File: src/rtl/mdu_pkg.sv
// ---------------------------------------------------------------------------
// mdu_pkg
// Shared definitions for the multiply/divide unit:
//   - mdu_op_t     : 3-bit operation code presented on op_e
//   - mdu_state_t  : controller state (IDLE while the busy counter is zero)
//   - RES_*        : encodings of the E-stage result mux select (res_sel)
//   - MDU_CNT_W    : width of the busy counter
//   - is_mul/is_div: operation class helpers
// ---------------------------------------------------------------------------
package mdu_pkg;

    typedef enum logic [2:0] {
        OP_MULT  = 3'd0,
        OP_MULTU = 3'd1,
        OP_DIV   = 3'd2,
        OP_DIVU  = 3'd3,
        OP_MFHI  = 3'd4,
        OP_MFLO  = 3'd5,
        OP_MTHI  = 3'd6,
        OP_MTLO  = 3'd7
    } mdu_op_t;

    typedef enum logic {
        ST_IDLE = 1'b0,
        ST_BUSY = 1'b1
    } mdu_state_t;

    localparam logic [1:0] RES_ALU = 2'b00;
    localparam logic [1:0] RES_HI  = 2'b01;
    localparam logic [1:0] RES_LO  = 2'b10;

    localparam int MDU_CNT_W = 4;

    function automatic logic is_mul(input mdu_op_t op);
        return (op == OP_MULT) || (op == OP_MULTU);
    endfunction

    function automatic logic is_div(input mdu_op_t op);
        return (op == OP_DIV) || (op == OP_DIVU);
    endfunction

endpackage

File: src/rtl/mdu_arith.sv
// ---------------------------------------------------------------------------
// mdu_arith
// Purely combinational arithmetic for the multiply/divide unit. Produces the
// {hi, lo} pair that an operation will eventually commit.
//   op_i      : operation code
//   rs_i/rt_i : operands (rs = multiplicand / dividend, rt = multiplier / divisor)
//   hi_i/lo_i : current architectural HI/LO (returned unchanged on divide by 0)
//   res_hi_o  : product high half, or remainder
//   res_lo_o  : product low half, or quotient
// Build option: MDU_DIV_EN includes the divider; without it the outputs are
// always the product and hi_i/lo_i are not used.
// ---------------------------------------------------------------------------
module mdu_arith
    import mdu_pkg::*;
#(
    parameter int DataBit = 32
) (
    input  mdu_op_t              op_i,
    input  logic [DataBit-1:0]   rs_i,
    input  logic [DataBit-1:0]   rt_i,
    input  logic [DataBit-1:0]   hi_i,
    input  logic [DataBit-1:0]   lo_i,
    output logic [DataBit-1:0]   res_hi_o,
    output logic [DataBit-1:0]   res_lo_o
);

    localparam int W = DataBit;

    logic           op_signed;
    logic [2*W-1:0] mul_a;
    logic [2*W-1:0] mul_b;
    logic [2*W-1:0] product;

    assign op_signed = (op_i == OP_MULT) || (op_i == OP_DIV);

    // Extending both operands to 2W bits lets one unsigned multiplier serve
    // both flavours: the low 2W bits of a sign-extended product are the
    // two's-complement signed product.
    assign mul_a   = op_signed ? {{W{rs_i[W-1]}}, rs_i} : {{W{1'b0}}, rs_i};
    assign mul_b   = op_signed ? {{W{rt_i[W-1]}}, rt_i} : {{W{1'b0}}, rt_i};
    assign product = mul_a * mul_b;

`ifdef MDU_DIV_EN
    logic         a_neg;
    logic         b_neg;
    logic [W-1:0] div_a;
    logic [W-1:0] div_b;
    logic [W-1:0] uq;
    logic [W-1:0] ur;
    logic [W-1:0] quo;
    logic [W-1:0] rem;

    // Divide magnitudes, then restore signs: quotient negative when the
    // operand signs differ, remainder follows the dividend. The overflow case
    // (most-negative / -1) falls out naturally: |a| = 2^(W-1), quotient
    // negates back to itself and the remainder is zero.
    assign a_neg = op_signed & rs_i[W-1];
    assign b_neg = op_signed & rt_i[W-1];
    assign div_a = a_neg ? -rs_i : rs_i;
    assign div_b = b_neg ? -rt_i : rt_i;

    always_comb begin
        uq = '0;
        ur = '0;
        if (div_b != '0) begin
            uq = div_a / div_b;
            ur = div_a % div_b;
        end
    end

    assign quo = (a_neg ^ b_neg) ? -uq : uq;
    assign rem = a_neg ? -ur : ur;

    always_comb begin
        res_hi_o = product[2*W-1:W];
        res_lo_o = product[W-1:0];
        if (is_div(op_i)) begin
            if (rt_i == '0) begin
                res_hi_o = hi_i;
                res_lo_o = lo_i;
            end else begin
                res_hi_o = rem;
                res_lo_o = quo;
            end
        end
    end
`else
    logic [2*W-1:0] unused_hilo;

    assign unused_hilo = {hi_i, lo_i};
    assign res_hi_o    = product[2*W-1:W];
    assign res_lo_o    = product[W-1:0];
`endif

endmodule

File: src/rtl/mdu_ctrl.sv
// ---------------------------------------------------------------------------
// mdu_ctrl
// Sequencing controller for the execute-stage multiply/divide unit. Owns
// HI/LO, runs a fixed-latency busy counter, stalls the front end while a
// decode-stage MDU instruction would observe stale HI/LO, and drives the
// E-stage result mux select.
// Ports:
//   clk, reset_n   : clock, asynchronous active-low reset
//   op_valid_e     : E-stage MDU op is live (not stalled or flushed)
//   op_e           : operation code (mdu_op_t)
//   rs_e, rt_e     : forwarded operands
//   md_use_d       : D-stage instruction is an MDU op
//   stall          : freeze PC/IF/D, bubble into E
//   busy           : an operation is in flight
//   res_sel        : E result mux select (RES_ALU / RES_HI / RES_LO)
//   hi, lo         : architectural HI/LO
// Build option: MDU_DIV_EN enables DIV/DIVU; without it they are no-ops.
// ---------------------------------------------------------------------------
module mdu_ctrl
    import mdu_pkg::*;
#(
    parameter int DataBit     = 32,
    parameter int MULT_CYCLES = 5,
    parameter int DIV_CYCLES  = 10
) (
    input  logic               clk,
    input  logic               reset_n,
    input  logic               op_valid_e,
    input  logic [2:0]         op_e,
    input  logic [DataBit-1:0] rs_e,
    input  logic [DataBit-1:0] rt_e,
    input  logic               md_use_d,
    output logic               stall,
    output logic               busy,
    output logic [1:0]         res_sel,
    output logic [DataBit-1:0] hi,
    output logic [DataBit-1:0] lo
);

    mdu_op_t              op;
    mdu_state_t           state;
    logic                 md_op;
    logic                 start;

    logic [MDU_CNT_W-1:0] cnt_q, cnt_d;
    logic [DataBit-1:0]   hi_q, hi_d;
    logic [DataBit-1:0]   lo_q, lo_d;
    logic [DataBit-1:0]   pend_hi_q, pend_hi_d;
    logic [DataBit-1:0]   pend_lo_q, pend_lo_d;
    logic [DataBit-1:0]   arith_hi;
    logic [DataBit-1:0]   arith_lo;

    assign op = mdu_op_t'(op_e);

    mdu_arith #(
        .DataBit (DataBit)
    ) u_arith (
        .op_i     (op),
        .rs_i     (rs_e),
        .rt_i     (rt_e),
        .hi_i     (hi_q),
        .lo_i     (lo_q),
        .res_hi_o (arith_hi),
        .res_lo_o (arith_lo)
    );

    // The counter is the state: non-zero means an operation is in flight.
    assign state = (cnt_q == '0) ? ST_IDLE : ST_BUSY;

`ifdef MDU_DIV_EN
    assign md_op = is_mul(op) | is_div(op);
`else
    assign md_op = is_mul(op);
`endif

    assign start = op_valid_e & md_op & (state == ST_IDLE);
    assign busy  = (state == ST_BUSY);

    // Stall already in the start cycle: the D-stage instruction must not
    // advance into E while the operation it depends on is being launched.
    assign stall = md_use_d & (busy | start);

    always_comb begin
        res_sel = RES_ALU;
        if (op_valid_e) begin
            if (op == OP_MFHI) begin
                res_sel = RES_HI;
            end else if (op == OP_MFLO) begin
                res_sel = RES_LO;
            end
        end
    end

    always_comb begin
        cnt_d     = cnt_q;
        hi_d      = hi_q;
        lo_d      = lo_q;
        pend_hi_d = pend_hi_q;
        pend_lo_d = pend_lo_q;
        case (state)
            ST_IDLE: begin
                if (start) begin
                    cnt_d     = is_mul(op) ? MDU_CNT_W'(MULT_CYCLES)
                                           : MDU_CNT_W'(DIV_CYCLES);
                    pend_hi_d = arith_hi;
                    pend_lo_d = arith_lo;
                end else if (op_valid_e && (op == OP_MTHI)) begin
                    hi_d = rs_e;
                end else if (op_valid_e && (op == OP_MTLO)) begin
                    lo_d = rs_e;
                end
            end
            ST_BUSY: begin
                // New ops arriving here are protocol violations and are dropped.
                cnt_d = cnt_q - MDU_CNT_W'(1);
                if (cnt_q == MDU_CNT_W'(1)) begin
                    hi_d = pend_hi_q;
                    lo_d = pend_lo_q;
                end
            end
            default: begin
                cnt_d = '0;
            end
        endcase
    end

    always_ff @(posedge clk or negedge reset_n) begin
        if (!reset_n) begin
            cnt_q     <= '0;
            hi_q      <= '0;
            lo_q      <= '0;
            pend_hi_q <= '0;
            pend_lo_q <= '0;
        end else begin
            cnt_q     <= cnt_d;
            hi_q      <= hi_d;
            lo_q      <= lo_d;
            pend_hi_q <= pend_hi_d;
            pend_lo_q <= pend_lo_d;
        end
    end

    assign hi = hi_q;
    assign lo = lo_q;

endmodule

File: config.mk
export PLATFORM = sky130hd
export DESIGN_NAME = mdu_ctrl
export DESIGN_NICKNAME = d
export VERILOG_FILES = /design/src/rtl/mdu_pkg.sv /design/src/rtl/mdu_arith.sv /design/src/rtl/mdu_ctrl.sv
export SDC_FILE = /design/constraint.sdc
export NUM_CORES = 2
export LEC_CHECK = 0
export CORE_AREA = 2 2 346 348
export DETAILED_ROUTE_END_ITERATION = 6
export DIE_AREA = 0 0 348 350
export PLACE_DENSITY = 0.73
export SETUP_SLACK_MARGIN = 0.1
export SYNTH_ARGS = -nofsm -noshare
export SYNTH_HDL_FRONTEND = slang
export SYNTH_SLANG_ARGS = --single-unit
File: constraint.sdc
create_clock -name clk -period 4.1 [get_ports clk]
set_clock_uncertainty 0.2 [all_clocks]
set_input_delay 0.82 -clock clk [delete_from_list [all_inputs] [get_ports clk]]
set_output_delay 0.82 -clock clk [all_outputs]
set_load 0.05 [all_outputs]
# Word level (Yosys, flattened, before mapping)
# Cells that the tools add are included.
dict set report word_totals {
  out_inout_bits 68
  word_cells 51
  ff_bits 132
  inputBits 71
}
dict set report classes {
  reduce_logical 9
  eq_ne 13
  n_addsub 1
  n_mul 1
  bitwise_logic 4
  n_mux 18
}
# op n
set ops {}
lappend ops {{two-way mux 32 bit} 7}
lappend ops {{two-way mux 64 bit} 2}
lappend ops {{one-hot mux 32 bit (2 select lines)} 2}
lappend ops {{multiplier 64 x 64 -> 64 bit} 1}
lappend ops {{equality test 3 bit (second input constant)} 4}
lappend ops {{two-way mux 4 bit} 2}
lappend ops {{one-hot mux 4 bit (2 select lines)} 1}
lappend ops {{two-way mux 2 bit} 3}
lappend ops {{inequality test 2 x 1 -> 1 bit (second input constant)} 3}
lappend ops {{inequality test 2 bit (second input constant)} 3}
lappend ops {{equality test 4 x 1 -> 1 bit (second input constant)} 1}
lappend ops {{zero test 4 bit} 1}
lappend ops {{AND reduction 4 bit} 1}
lappend ops {{subtractor 4 x 1 -> 4 bit (second input constant)} 1}
lappend ops {{AND 1 bit} 3}
lappend ops {{equality test 3 x 1 -> 1 bit (second input constant)} 1}
lappend ops {{equality test 3 x 2 -> 1 bit (second input constant)} 1}
lappend ops {{zero test 3 bit} 1}
lappend ops {{AND reduction 3 bit} 1}
lappend ops {{logical AND 1 bit} 2}
lappend ops {{logical OR 1 bit} 2}
lappend ops {{AND reduction 2 bit} 1}
lappend ops {{two-way mux 1 bit} 1}
lappend ops {{bitwise OR 1 bit} 1}

# Depth between registers and ports, before layout
dict set report depth {
  ltp_word 6
  ltp_mapped 38
  depth_no_buf 35
}

# Hierarchy
# From an unflattened synthesis, not the netlist that was laid out.
dict set report unflattened {
  cells_unflattened 5422
  area_unflattened_um2 53333.7
}
# module seq_area_each_um2 cells_per_inst area_per_inst_um2 n_inst
set by_module_without_submodules {}
lappend by_module_without_submodules {mdu_arith 0.0 5051 47558.1 1}
lappend by_module_without_submodules {mdu_ctrl 3303.2 371 5775.5 1}

# Worst setup path before layout
# No wires, ideal clock.
dict set report synth_path {
  path_type {input -> register}
  startpoint {input op_e[2]}
  endpoint {register pend_hi_q[28]}
  setup_ps 126
  arrival_time_ps 9674
  required_time_ps 3774
  slack_ps -5900
  stages 31
  path_cell_list {nor2_1 > and2_1 > clkbuf_1 > buf_1 > nand2_1 > fa_1 > inv_1 > fa_1 > fa_1 > inv_1 > fa_1 > inv_1 > fa_1 > fa_1 > fa_1 > fa_1 > fa_1 > inv_1 > fa_1 > inv_1 > ha_1 > a21o_1 > a21o_1 > a21oi_1 > o21ai_0 > a21oi_1 > nor2b_1 > a211o_1 > a311oi_2 > nor3_1 > o32a_1}
}
dict set report synth_via {
  elab_chain_cells 5
}
# item line_no
set synth_rtl {}
lappend synth_rtl {{start, declared} mdu_ctrl.sv:29} ;# input logic [2:0] op_e,
lappend synth_rtl {{branches (longest 5 deep; another with multiplier 64 x 64 -> 64 bit)} n/a}
lappend synth_rtl {{end signal, assigned} mdu_ctrl.sv:138} ;# pend_hi_q <= pend_hi_d;
lappend synth_rtl {{end, declared} mdu_ctrl.sv:48} ;# logic [DataBit-1:0] pend_hi_q, pend_hi_d;
# Parallel ways; which one is timed is not known.
# A chain may end at the register's enable or synchronous reset.

# Worst setup path in the final report
# Same ends and word-level chain as after synthesis.

==> impl_metrics.env <==
export IMPL_run_status="finished, violations left"
export IMPL_failed_checks="setup timing"
export IMPL_dpl_cell_area_sq_um=62300
export IMPL_globalRouteOverflowTotal=0
export IMPL_slack_of_the_critical_path_ns=-5.031
export IMPL_yosys_warnings=0
export IMPL_final_total_negative_setup_slack_ns=-241.36
export IMPL_finalHoldViolations=0
export IMPL_yosys_register_bits=132
export IMPL_die_x_um=348
export IMPL_regToRegStartpoint="cnt_q[0]"
export IMPL_worst_pin_slew_ns=0.8657
export IMPL_numCtsBuffers=17
export IMPL_crit_path_start_kind="input pin"
export IMPL_layout_cells_most_common="sky130_fd_sc_hd__inv_1"
export IMPL_track_usage_pct=30.39
export IMPL_clk_pin_slew_ns=0.06
export IMPL_path_max_fanout=5
export IMPL_post_place_cells=7743
export IMPL_syn_cell_area_sq_um=52780
export IMPL_timing_worst_setup_path_type="in2reg"
export IMPL_yosys_most_used_dff="sky130_fd_sc_hd__dfrtp_1"
export IMPL_tritoncts="done"
export IMPL_max_freq_mhz=109.5
export IMPL_die_h_um=350
export IMPL_viasPerCell=5.360
export IMPL_critical_path_most_common_cell="sky130_fd_sc_hd__fa_1"
export IMPL_syn_to_final_growth_pct=28.97
export IMPL_row_count=126
export IMPL_detailroute_wirelength_met2_um=85240
export IMPL_detail_route_drc_violations=0
export IMPL_vias_in_the_first_global_route=47810
export IMPL_syn_avg_cell_area_sq_um=9.376
export IMPL_syn_nets=7433
export IMPL_layout_min_cycle_time_ns=9.131
export IMPL_number_of_antenna_violations_at_the_first_check_in_global_routing=15
export IMPL_async_reset_ff_share_pct=100.0
export IMPL_vias=42890
export IMPL_io_buffer_count=138
export IMPL_layout_common_cells="1457 x sky130_fd_sc_hd__inv_1, 1325 x sky130_fd_sc_hd__fa_1, 702 x sky130_fd_sc_hd__nand2_1"
export IMPL_final_core_util_pct=57.81
export IMPL_cts_root_buf="sky130_fd_sc_hd__clkbuf_16"
export IMPL_setup_reg_to_reg_worst_slack_ns=1.23
export IMPL_timing_critical_path_to="pend_hi_q[28]"
export IMPL_slowest_stage="sky130_fd_sc_hd__fa_2"
export IMPL_post_synth_inst_count=5630
export IMPL_slew_headroom_pct=42.28
export IMPL_initialDrtViolationCount=3463
export IMPL_routed_top_layer="met5"
export IMPL_largest_net_degree_at_the_start_of_global_routing=92
export IMPL_yosysUniqueCellTypes=65
export IMPL_htreeDepth=4
export IMPL_rr_endpoint="pend_hi_q[30]"
export IMPL_hp_class="reg2reg"
export IMPL_cp_data_arrival_time_ns=9.24
export IMPL_fin_crit_sh_pct=222.7
export IMPL_hpwl_um=138100
export IMPL_post_layout_nets=8249
export IMPL_detailroute_wirelength_met3_um=21130
export IMPL_critPathRequiredTime_ns=4.21
export IMPL_synth_edf_count=0
export IMPL_worst_r2r_path_depth=9
export IMPL_slowest_delay_ns=0.58
export IMPL_finalSetupViolCount=59
export IMPL_cap_violations=0
export IMPL_num_io_pins=139
export IMPL_die_area_sq_um=121800
export IMPL_latest_clock_arrival_within_the_worst_skew_pair_ns=0.42
export IMPL_timing_max_transition_violations_final=0
export IMPL_finish_cell_count_without_fillers=8002
export IMPL_drive_gt1_share_pct=23.38
export IMPL_routed_length_on_met1_um=65080
export IMPL_place_gp_congestion=1.031
export IMPL_setup_repair_after_global_routing_missed_its_margin="true"
export IMPL_clock_sinks=132
export IMPL_design_core_area_sq_um=117800
export IMPL_grt_first_pass_wirelength_um=277700
export IMPL_worstSetupEndpointType="flop"
export IMPL_wirelength_um=186000
export IMPL_cts_root_to_sink_buffers=2
export IMPL_crit_path_start="op_e[2]"
export IMPL_post_drt_wl_per_cell_um=23.24
export IMPL_initial_utilization_pct=44.82
export IMPL_finalInstanceArea_sq_um=68080
export IMPL_ys_seq_area_share_pct=6.258
export IMPL_postRouteAntennaNets=0
export IMPL_drt_first_pass_iters=6
[registers in the layout (all words and copies together) (netlist names)]
name,count
hi,32
cnt_q,4
lo,32
pend_lo_q,32
pend_hi_q,32
[per-stage QoR]
step	worst slack, ns	hold slack, ns
final	-5.031	0.2783
after global routing	-5.256	0.2962
after CTS	-4.984	0.2744
after detailed placement	-6.213	0.2609
after global placement	-6.175	0.2557
after floorplan	-5.190	0.2391
[critical path: cells and delay by family]
| family | cells | cell delay [ns] |
|---|---|---|
| AOI/OAI and AO/OA | 7 | 1.58 |
| adders and majority gates | 11 | 5.37 |
| buffers and inverters | 8 | 0.88 |
| and+or+nand+nor | 5 | 0.56 |
[Yosys cell counts, drive strengths merged, types with 7 or more instances]
cell | instances | area share [%]
a21oi | 167 | 1.6
a21o | 40 | 0.57
a211oi | 10 | 0.16
a31oi | 12 | 0.14
nor2b | 7 | 0.083
nand4 | 12 | 0.14
fa | 1421 | 54
and3 | 35 | 0.42
nor2 | 73 | 0.52
o21ai | 127 | 1.2
nor3 | 13 | 0.12
nand2 | 765 | 5.4
xnor2 | 82 | 1.4
o21a | 9 | 0.13
o21bai | 10 | 0.14
inv | 1532 | 11
xor2 | 31 | 0.51
ha | 311 | 7.4
dfrtp | 132 | 6.3
nand3 | 9 | 0.085
buf | 13 | 0.13
and2 | 493 | 5.8
clkbuf | 257 | 1.8
[routing by layer]
metal  vias to the layer above  global-route usage (%)
met1                     21770                   36.45
met3                       894                   7.883
li1                      17750                       -
met2                      2456                   49.86
met4                        20                   17.25
met5                         -                       0
[kinds of logic after synthesis]
| kind of cell | synth area share (%) |
|---|---|
| flip-flops | 6.258 |
| XOR/XNOR | 1.875 |
| buffers and inverters | 12.85 |
| multiplexers | 0.07822 |
| adder cells (fa/ha/maj) | 61.27 |
| AND/OR/NAND/NOR | 13.01 |
| AO/OA/AOI/OAI | 4.667 |
[cell type report]
cell class                      count  area, sq um
Inverter                         1532         5753
Timing Repair Buffer             1067        11230
Fill cell                        9185        49690
Tap cell                         1536         1922
Sequential cell                   132         3303
Clock buffer                       20        446.7
Antenna cell                        7        17.52
Clock inverter                     12        153.9
Multi-Input combinational cell   3696        45250
[worst min path at each step]
| stage | cells past startpoint | from | to | slack [ns] |
|---|---|---|---|---|
| 2_1_floorplan | 2 | pend_lo_q[0] | pend_lo_q[0] | 0.24 |
| 3_3_place_gp | 2 | pend_lo_q[0] | pend_lo_q[0] | 0.26 |
| 3_5_place_dp | 2 | pend_lo_q[0] | pend_lo_q[0] | 0.26 |
| 4_1_cts | 2 | pend_lo_q[0] | pend_lo_q[0] | 0.27 |
| 5_1_grt | 2 | lo[5] | lo[5] | 0.30 |
| 6_report | 2 | lo[5] | lo[5] | 0.28 |
[timing repair]
| item | 4_1_cts | 5_1_grt |
|---|---|---|
| pin swaps | 175 | 190 |
| setup buffers | 114 | 66 |
| setup endpoints to repair | 60 | 60 |
| hold buffers | 0 | 0 |
| resized for setup | 430 | 382 |
| cloned | 38 | 8 |
Power is left out: the tool's default activity adds up to more than one toggle a clock period on the data nets, which glitch-free logic cannot reach.
